--- src/rtl/spi_pkg.sv ---
// Shared SPI frame constants and FSM state encoding, common to the responder and the master.
// Pure definitions: no latency, no flow control.
package spi_pkg;

  localparam logic [7:0] CMD_READ   = 8'h00;
  localparam logic [7:0] CMD_WRITE  = 8'hFF;
  localparam int         FRAME_BITS = 24;

  typedef enum logic [2:0] {
    IDLE,
    CMD,
    ADDR,
    DATA,
    DONE
  } spi_state_t;

endpackage

--- src/rtl/spi_sync_edge.sv ---
// 2-FF synchroniser with rise/fall pulses derived from the synchronised copy.
// Latency: 2 clk to sync, pulses valid on the 3rd clk; no backpressure.
module spi_sync_edge #(
  parameter logic RST_VAL = 1'b0
) (
  input  logic clk,
  input  logic rst,
  input  logic async_in,
  output logic sync,
  output logic rise,
  output logic fall
);

  logic meta_q;
  logic sync_q;
  logic prev_q;

  always_ff @(posedge clk or negedge rst) begin
    if (!rst) begin
      meta_q <= RST_VAL;
      sync_q <= RST_VAL;
      prev_q <= RST_VAL;
    end else begin
      meta_q <= async_in;
      sync_q <= meta_q;
      prev_q <= sync_q;
    end
  end

  assign sync = sync_q;
  assign rise = sync_q & ~prev_q;
  assign fall = ~sync_q & prev_q;

endmodule

--- src/rtl/spi_slave_regs.sv ---
// SPI mode-0 responder serving a DEPTH x 8 register file over 24-bit cmd/addr/data frames.
// Latency: ~3 clk from each sclk edge (synchroniser); no backpressure, master paces everything.
module spi_slave_regs
  import spi_pkg::*;
#(
  parameter int ADDR_W = 4,
  parameter int DATA_W = 8
) (
  input  logic              clk,
  input  logic              rst,
  input  logic              sclk,
  input  logic              cs_n,
  input  logic              mosi,
  output logic              miso,
  input  logic [ADDR_W-1:0] loc_addr,
  output logic [DATA_W-1:0] loc_rdata,
  output logic              wr_valid,
  output logic [ADDR_W-1:0] wr_addr,
  output logic [DATA_W-1:0] wr_data
);

  localparam int DEPTH = 2 ** ADDR_W;

  logic sclk_s, sclk_rise, sclk_fall;
  logic cs_s, cs_rise, cs_fall;
  logic mosi_meta, mosi_s;
  logic unused_sync;

  spi_state_t        state;
  logic [2:0]        bit_cnt;
  logic [DATA_W-1:0] rx;
  logic [DATA_W-1:0] rx_next;
  logic [DATA_W-1:0] tx;
  logic [DATA_W-1:0] cmd;
  logic [ADDR_W-1:0] addr;
  logic [DATA_W-1:0] regs [DEPTH];

  spi_sync_edge #(.RST_VAL(1'b0)) u_sclk_sync (
    .clk      (clk),
    .rst      (rst),
    .async_in (sclk),
    .sync     (sclk_s),
    .rise     (sclk_rise),
    .fall     (sclk_fall)
  );

  // cs_n resets high so release of reset never looks like a select.
  spi_sync_edge #(.RST_VAL(1'b1)) u_cs_sync (
    .clk      (clk),
    .rst      (rst),
    .async_in (cs_n),
    .sync     (cs_s),
    .rise     (cs_rise),
    .fall     (cs_fall)
  );

  assign unused_sync = ^{sclk_s, cs_rise};

  always_ff @(posedge clk or negedge rst) begin
    if (!rst) begin
      mosi_meta <= 1'b0;
      mosi_s    <= 1'b0;
    end else begin
      mosi_meta <= mosi;
      mosi_s    <= mosi_meta;
    end
  end

  assign rx_next   = {rx[DATA_W-2:0], mosi_s};
  assign miso      = tx[DATA_W-1];
  assign loc_rdata = regs[loc_addr];

  always_ff @(posedge clk or negedge rst) begin
    if (!rst) begin
      state    <= IDLE;
      bit_cnt  <= 3'd0;
      rx       <= '0;
      tx       <= '0;
      cmd      <= '0;
      addr     <= '0;
      wr_valid <= 1'b0;
      wr_addr  <= '0;
      wr_data  <= '0;
      for (int i = 0; i < DEPTH; i++) regs[i] <= '0;
    end else begin
      wr_valid <= 1'b0;
      if (cs_s) begin
        state   <= IDLE;
        bit_cnt <= 3'd0;
        rx      <= '0;
        tx      <= '0;
      end else begin
        case (state)
          IDLE: begin
            if (cs_fall) begin
              state   <= CMD;
              bit_cnt <= 3'd0;
              rx      <= '0;
            end
          end
          CMD, ADDR, DATA: begin
            if (sclk_rise) begin
              rx      <= rx_next;
              bit_cnt <= bit_cnt + 3'd1;
              if (bit_cnt == 3'd7) begin
                case (state)
                  CMD: begin
                    cmd   <= rx_next;
                    state <= ADDR;
                  end
                  ADDR: begin
                    addr  <= rx_next[ADDR_W-1:0];
                    state <= DATA;
                    if (cmd == CMD_READ) tx <= regs[rx_next[ADDR_W-1:0]];
                  end
                  default: begin
                    state <= DONE;
                    tx    <= '0;
                    if (cmd == CMD_WRITE) begin
                      regs[addr] <= rx_next;
                      wr_valid   <= 1'b1;
                      wr_addr    <= addr;
                      wr_data    <= rx_next;
                    end
                  end
                endcase
              end
            end else if (sclk_fall && state == DATA && bit_cnt != 3'd0) begin
              // The fall closing bit 16 must not shift: tx[7] is the first data bit.
              tx <= {tx[DATA_W-2:0], 1'b0};
            end
          end
          default: ;
        endcase
      end
    end
  end

endmodule

--- config.mk ---
export PLATFORM = sky130hd
export DESIGN_NAME = spi_slave_regs
export DESIGN_NICKNAME = d
export VERILOG_FILES = /design/src/rtl/spi_pkg.sv /design/src/rtl/spi_sync_edge.sv /design/src/rtl/spi_slave_regs.sv
export SDC_FILE = /design/constraint.sdc
export NUM_CORES = 1
export LEC_CHECK = 0
export ABC_AREA = 1
export CAP_MARGIN = 5
export CORE_UTILIZATION = 50
export CTS_CLUSTER_DIAMETER = 200
export CTS_CLUSTER_SIZE = 16
export DETAILED_ROUTE_END_ITERATION = 8
export GPL_TIMING_DRIVEN = 0
export HOLD_SLACK_MARGIN = 0.08
export PLACE_DENSITY_LB_ADDON = 0.1
export SLEW_MARGIN = 0
export SYNTH_ARGS = -nofsm -noshare
export SYNTH_HDL_FRONTEND = slang
export SYNTH_SLANG_ARGS = --single-unit
--- constraint.sdc ---
create_clock -name clk -period 3.8 [get_ports clk]
set_clock_uncertainty 0.1 [all_clocks]
set_input_delay 0.76 -clock clk [delete_from_list [all_inputs] [get_ports clk]]
set_output_delay 0.76 -clock clk [all_outputs]
set_load 0.01 [all_outputs]
## Yosys cells after proc, flatten, opt, wreduce, memory -nomap -nowiden

Index checks and enable logic that the tools add are counted.

- Register bits: 182
- Input port bits: 9
- Output and inout port bits: 22
- Word-level logic and storage cells: 112

- Add/sub/neg operators: 1
- Order comparisons: 4
- Eq/ne operators: 11
- Muxes and demuxes: 36
- Bitwise logic cells: 10
- Reduce and logical (&&, ||, !) cells: 17

Operator list:

| cell | count |
|---|---|
| bitwise mux 128 bit | 1 |
| 2-to-1 mux 8 bit | 11 |
| binary-select mux 8 bit (select 4 bit) | 2 |
| demux 8 bit (select 4 bit) | 1 |
| 2-to-1 mux 3 bit | 7 |
| 2-to-1 mux 7 bit | 3 |
| case mux 3 bit (2 select lines) | 3 |
| case mux 8 bit (2 select lines) | 1 |
| greater-or-equal comparator 5 bit, second input constant | 3 |
| inverter 4 -> 5 bit | 3 |
| AND reduction 5 bit | 3 |
| case mux 7 bit (2 select lines) | 1 |
| inequality test 3 x 2 -> 1 bit, second input constant | 4 |
| nonzero test 3 bit | 3 |
| == test 8 bit, second input constant | 1 |
| zero test 8 bit | 1 |
| == test 3 x 2 -> 1 bit, second input constant | 2 |
| 2-to-1 mux 1 bit | 6 |
| AND reduction 6 bit | 1 |
| less-than comparator 5 x 1 -> 1 bit, second input constant | 1 |
| inequality test 4 x 3 -> 1 bit, second input constant | 1 |
| inverter 1 bit | 4 |
| AND reduction 4 bit | 1 |
| adder 3 x 1 -> 3 bit, second input constant | 1 |
| 10 further kinds | 14 |

## Longest topological paths before layout

- Depth in word-level cells: 10
- Gate-level depth with buffers: 14
- Gate-level depth less buffers: 11

## By module

A second synthesis with hierarchy kept.

- Cells, all modules: 1,573
- Area, all modules: 10,724.0 um^2

By module, submodules not included:

| module | times used | cells each | area an instance (um^2) | sequential area each (um^2) |
|---|---|---|---|---|
| spi_slave_regs | 1 | 1,559 | 10,540.1 | 4,404.2 |
| spi_sync_edge at u_cs_sync | 1 | 7 | 93.8 | 78.8 |
| spi_sync_edge at u_sclk_sync | 1 | 7 | 90.1 | 75.1 |

## Worst setup path after synthesis

OpenSTA, ideal clock, no wires.

- Path type: input-to-output
- From: input loc_addr[1]
- To: output loc_rdata[1]
- Data arrival time: 1,866 ps
- Required time: 2,940 ps
- Setup slack: 1,074 ps
- Cell stages on the path: 6
- Buffers on the path: 2
- Path through: clkbuf_1 > clkinv_1 > clkbuf_1 > o211ai_1 > o211ai_1 > nand2_1

- Cells in the longest elaborated chain, start to end: 4

RTL lines:

| item | line | RTL |
|---|---|---|
| start, declared | spi_slave_regs.sv:15 | `input logic [ADDR_W-1:0] loc_addr,` |
| inverter 4 -> 5 bit (not written as such) | spi_slave_regs.sv:71 | `assign loc_rdata = regs[loc_addr];` |
| binary-select mux 8 bit (select 4 bit) | spi_slave_regs.sv:71 |  |
| 2-to-1 mux 8 bit (not written as such) (2 in a row) | spi_slave_regs.sv:71 |  |
| end, declared | spi_slave_regs.sv:16 | `output logic [DATA_W-1:0] loc_rdata,` |

Every way passes these cells. The select of a mux whose other input is x is not followed.

## Worst setup path after layout

- From: input loc_addr[1]
- To: output loc_rdata[6]

The elaborated chain is that of the path after synthesis.

==> results.json <==
{
  "status": "completed",
  "dpl_cell_area_sq_mm": 0.0102,
  "seq_area_frac_synth_pct": 47.4,
  "yosys.area_share.simple_pct": 24.7,
  "crit_path_end_kind": "primary output",
  "cts_setup_buffers": 0,
  "setup_viol": 0,
  "critPathRequiredTime_ps": 2940,
  "clkTransAtPathRegs_ps": 70,
  "synth_fp_nets": 1217,
  "hold_violations": 0,
  "reg2reg_slack_ps": 1070,
  "syn_area_per_cell_sq_um": 7.98,
  "crit_cells": 7,
  "worstPathCellList": "clkbuf_2, clkinv_2, clkbuf_1, o211ai_1, nand3_1, nand2_1, clkdlybuf4s50_1",
  "grt_start_max_net_pins": 119,
  "die_w_um": 141,
  "max_stage_delay_ps": 530,
  "antenna_cells": 0,
  "cp_slowest_cell": "clkdlybuf4s50_1",
  "synth_edf_count": 0,
  "rr_endpoint": "rx[1]",
  "synthAdderAreaFrac_pct": 0.390,
  "die_y_um": 141,
  "grtUsageMet1_pct": 46.0,
  "drc": 0,
  "timing.rr.start": "rx[1]",
  "hold_slack_ps": 123,
  "grt_pass1_vias": 8379,
  "fin_util_pct": 57.5,
  "post-route-min-period_ps": 3700,
  "hold_class": "in -> async",
  "synth.mux.area_fraction_pct": 2.92,
  "synth_top_family_by_area": "simple AND/OR/NAND/NOR gates",
  "io_pins": 31,
  "synthArstFlopShare_pct": 100,
  "synthCells": 1205,
  "path_buf_inv": 4,
  "ant_nets": 0,
  "num_rows": 50,
  "antenna_found_initial": 0,
  "grt_first_pass_wirelength_mm": 50.0,
  "area_growth_pct": 12.2,
  "synth_compound_area_share_pct": 17.5,
  "ys_top_cells_by_area": "dfrtp_1 47%, nand2_1 15%, o21ai_0 6.5%",
  "setup_tns_ps": 0,
  "ys_seq_elements": 182,
  "final_area_sq_mm": 0.0108,
  "initial_core_util_pct": 51.2,
  "die_area_sq_mm": 0.0198,
  "wl_per_cell_um": 21.8,
  "cts_made_buffers": 17,
  "dr.pass1.iters": 8,
  "reg2reg_depth": 5,
  "use_met3_pct": 6.52,
  "clk-insertion-delay-late_ps": 460,
  "grt_util_met2_pct": 55.3,
  "hpwl_mm": 23.1,
  "synth.distinct_cells": 30,
  "cts_hold_buf": 0,
  "clockRootBuffer": "clkbuf_16",
  "fin_nets": 1264,
  "crit_path_start_kind": "input pin",
  "power.density_mw_per_mm2": 416,
  "gp_congestion": 0.960,
  "drt-initial-drc-count": 1043,
  "cts_tree": "yes",
  "gr-usage-all-layers_pct": 34.7,
  "drv_cap": 0,
  "vias": 8882,
  "crit_type": "in -> out",
  "top_usage_layer": "met2",
  "synth_flop_cell": "dfrtp_1",
  "ys_top_cells_by_count": "391 x nand2_1, 179 x dfrtp_1, 124 x o21ai_0",
  "postCtsResizedCells": 2,
  "core-area_sq_mm": 0.0188,
  "syn_area_sq_mm": 0.00961,
  "vdd_ir_drop_max_mv": 0.339,
  "grt_overflow": 0,
  "worst-path-max-fanout": 10,
  "cp_top_family": "buffers and inverters",
  "totalWireLength_mm": 32.6,
  "nFillCells": 1765,
  "maxSlewViolCount": 0,
  "synth-warning-count": 0,
  "viasPerCell": 5.93,
  "htreeDepth": 4,
  "yosysMostFrequentCell": "nand2_1",
  "yosysTopAreaCell": "dfrtp_1",
  "worst_pin_slew_ps": 1040,
  "fmax_mhz": 270,
  "synth_top_area_share_pct": 46.6,
  "clk_path_buf_depth": 2,
  "cp.arrival_ps": 2840,
  "numClockSinks": 182,
  "place.port_buffers": 27,
  "drive_gt1_share_pct": 9.09,
  "power.leakage_nw": 4.61,
  "rsz0062_at_grt": "false",
  "relSlewSlack_pct": 30.3,
  "synth_xor_area_share_pct": 0,
  "min_period_over_period_pct": 97.4
}
[per-layer routing]
layer / up-vias / wire length [um]
met5: - / 0
met4: 0 / 1350
met3: 87 / 2410
met2: 419 / 15200
met1: 4276 / 13700
li1: 4100 / -
[cells in the final DEF (no fill, tap or decap), drive strengths merged]
master / count
o21ai: 206
nor2: 32
nand3b: 1
clkdlybuf4s50: 26
clkbuf: 76
nand3: 121
inv: 73
nand2: 392
mux2i: 28
clkinvlp: 2
o22ai: 8
dfstp: 3
ha: 3
nand4: 1
bufinv: 1
dfrtp: 179
nor3: 2
buf: 30
nor4: 1
a21oi: 41
o221ai: 2
clkinv: 5
o211ai: 32
[area by class of cell]
type,instances,area (sq um),share of cell area (%)
clock inverters,13,139,1.29
clock buffers,19,433,4.01
multi-input cells,870,4380,40.6
plain buffers,85,429,3.98
inverters,68,256,2.38
well taps,234,293,2.71
repair buffers,28,303,2.81
flip-flops and latches,182,4560,42.2
[per-stage QoR]
stage	power, mW	instances	setup WS [ps]
final	4.49	1499	97.7
after global routing	4.66	1499	2.35
after CTS	4.49	1499	0.873
after detailed placement	2.74	1467	-411
after global placement	2.73	1466	-5810
after floorplan	2.46	1205	1070
[worst max-delay path by stage]
stage	end	startpoint	slack, ps
floorplan	loc_rdata[1]	loc_addr[1]	1070
global placement	bit_cnt[0]	rst	-5810
detailed placement	loc_rdata[6]	loc_addr[1]	-410
CTS	loc_rdata[5]	loc_addr[0]	0.9
global route	loc_rdata[0]	loc_addr[1]	2
finish	loc_rdata[6]	loc_addr[1]	100
[sequential cells by signal, indices dropped and copies added, names as in the netlist]
signal              cells
addr                    4
bit_cnt                 3
cmd                     8
mosi_meta               1
mosi_s                  1
regs                  128
rx                      7
state                   3
tx                      8
u_cs_sync.meta_q        1
u_cs_sync.prev_q        1
u_cs_sync.sync          1
u_sclk_sync.meta_q      1
u_sclk_sync.prev_q      1
u_sclk_sync.sync        1
wr_addr                 4
wr_data                 8
wr_valid                1
[power breakdown]
| group | leakage (nW) | total (mW) | switching (mW) | internal [mW] |
|---|---|---|---|---|
| Sequential | 2.52 | 1.98 | 0.0186 | 1.96 |
| Clock | 0.277 | 1.78 | 0.849 | 0.928 |
| Combinational | 1.81 | 0.733 | 0.537 | 0.196 |
[cell families (layout without fill, tap and decap cells)]
logic type / after synthesis / after routing
AND/OR/NAND/NOR: 550 / 550
AO/OA/AOI/OAI: 289 / 289
adder cells (fa/ha/maj): 3 / 3
buffers and inverters: 153 / 213
flip-flops: 182 / 182
multiplexers: 28 / 28
(Power assumes the default switching activity.)
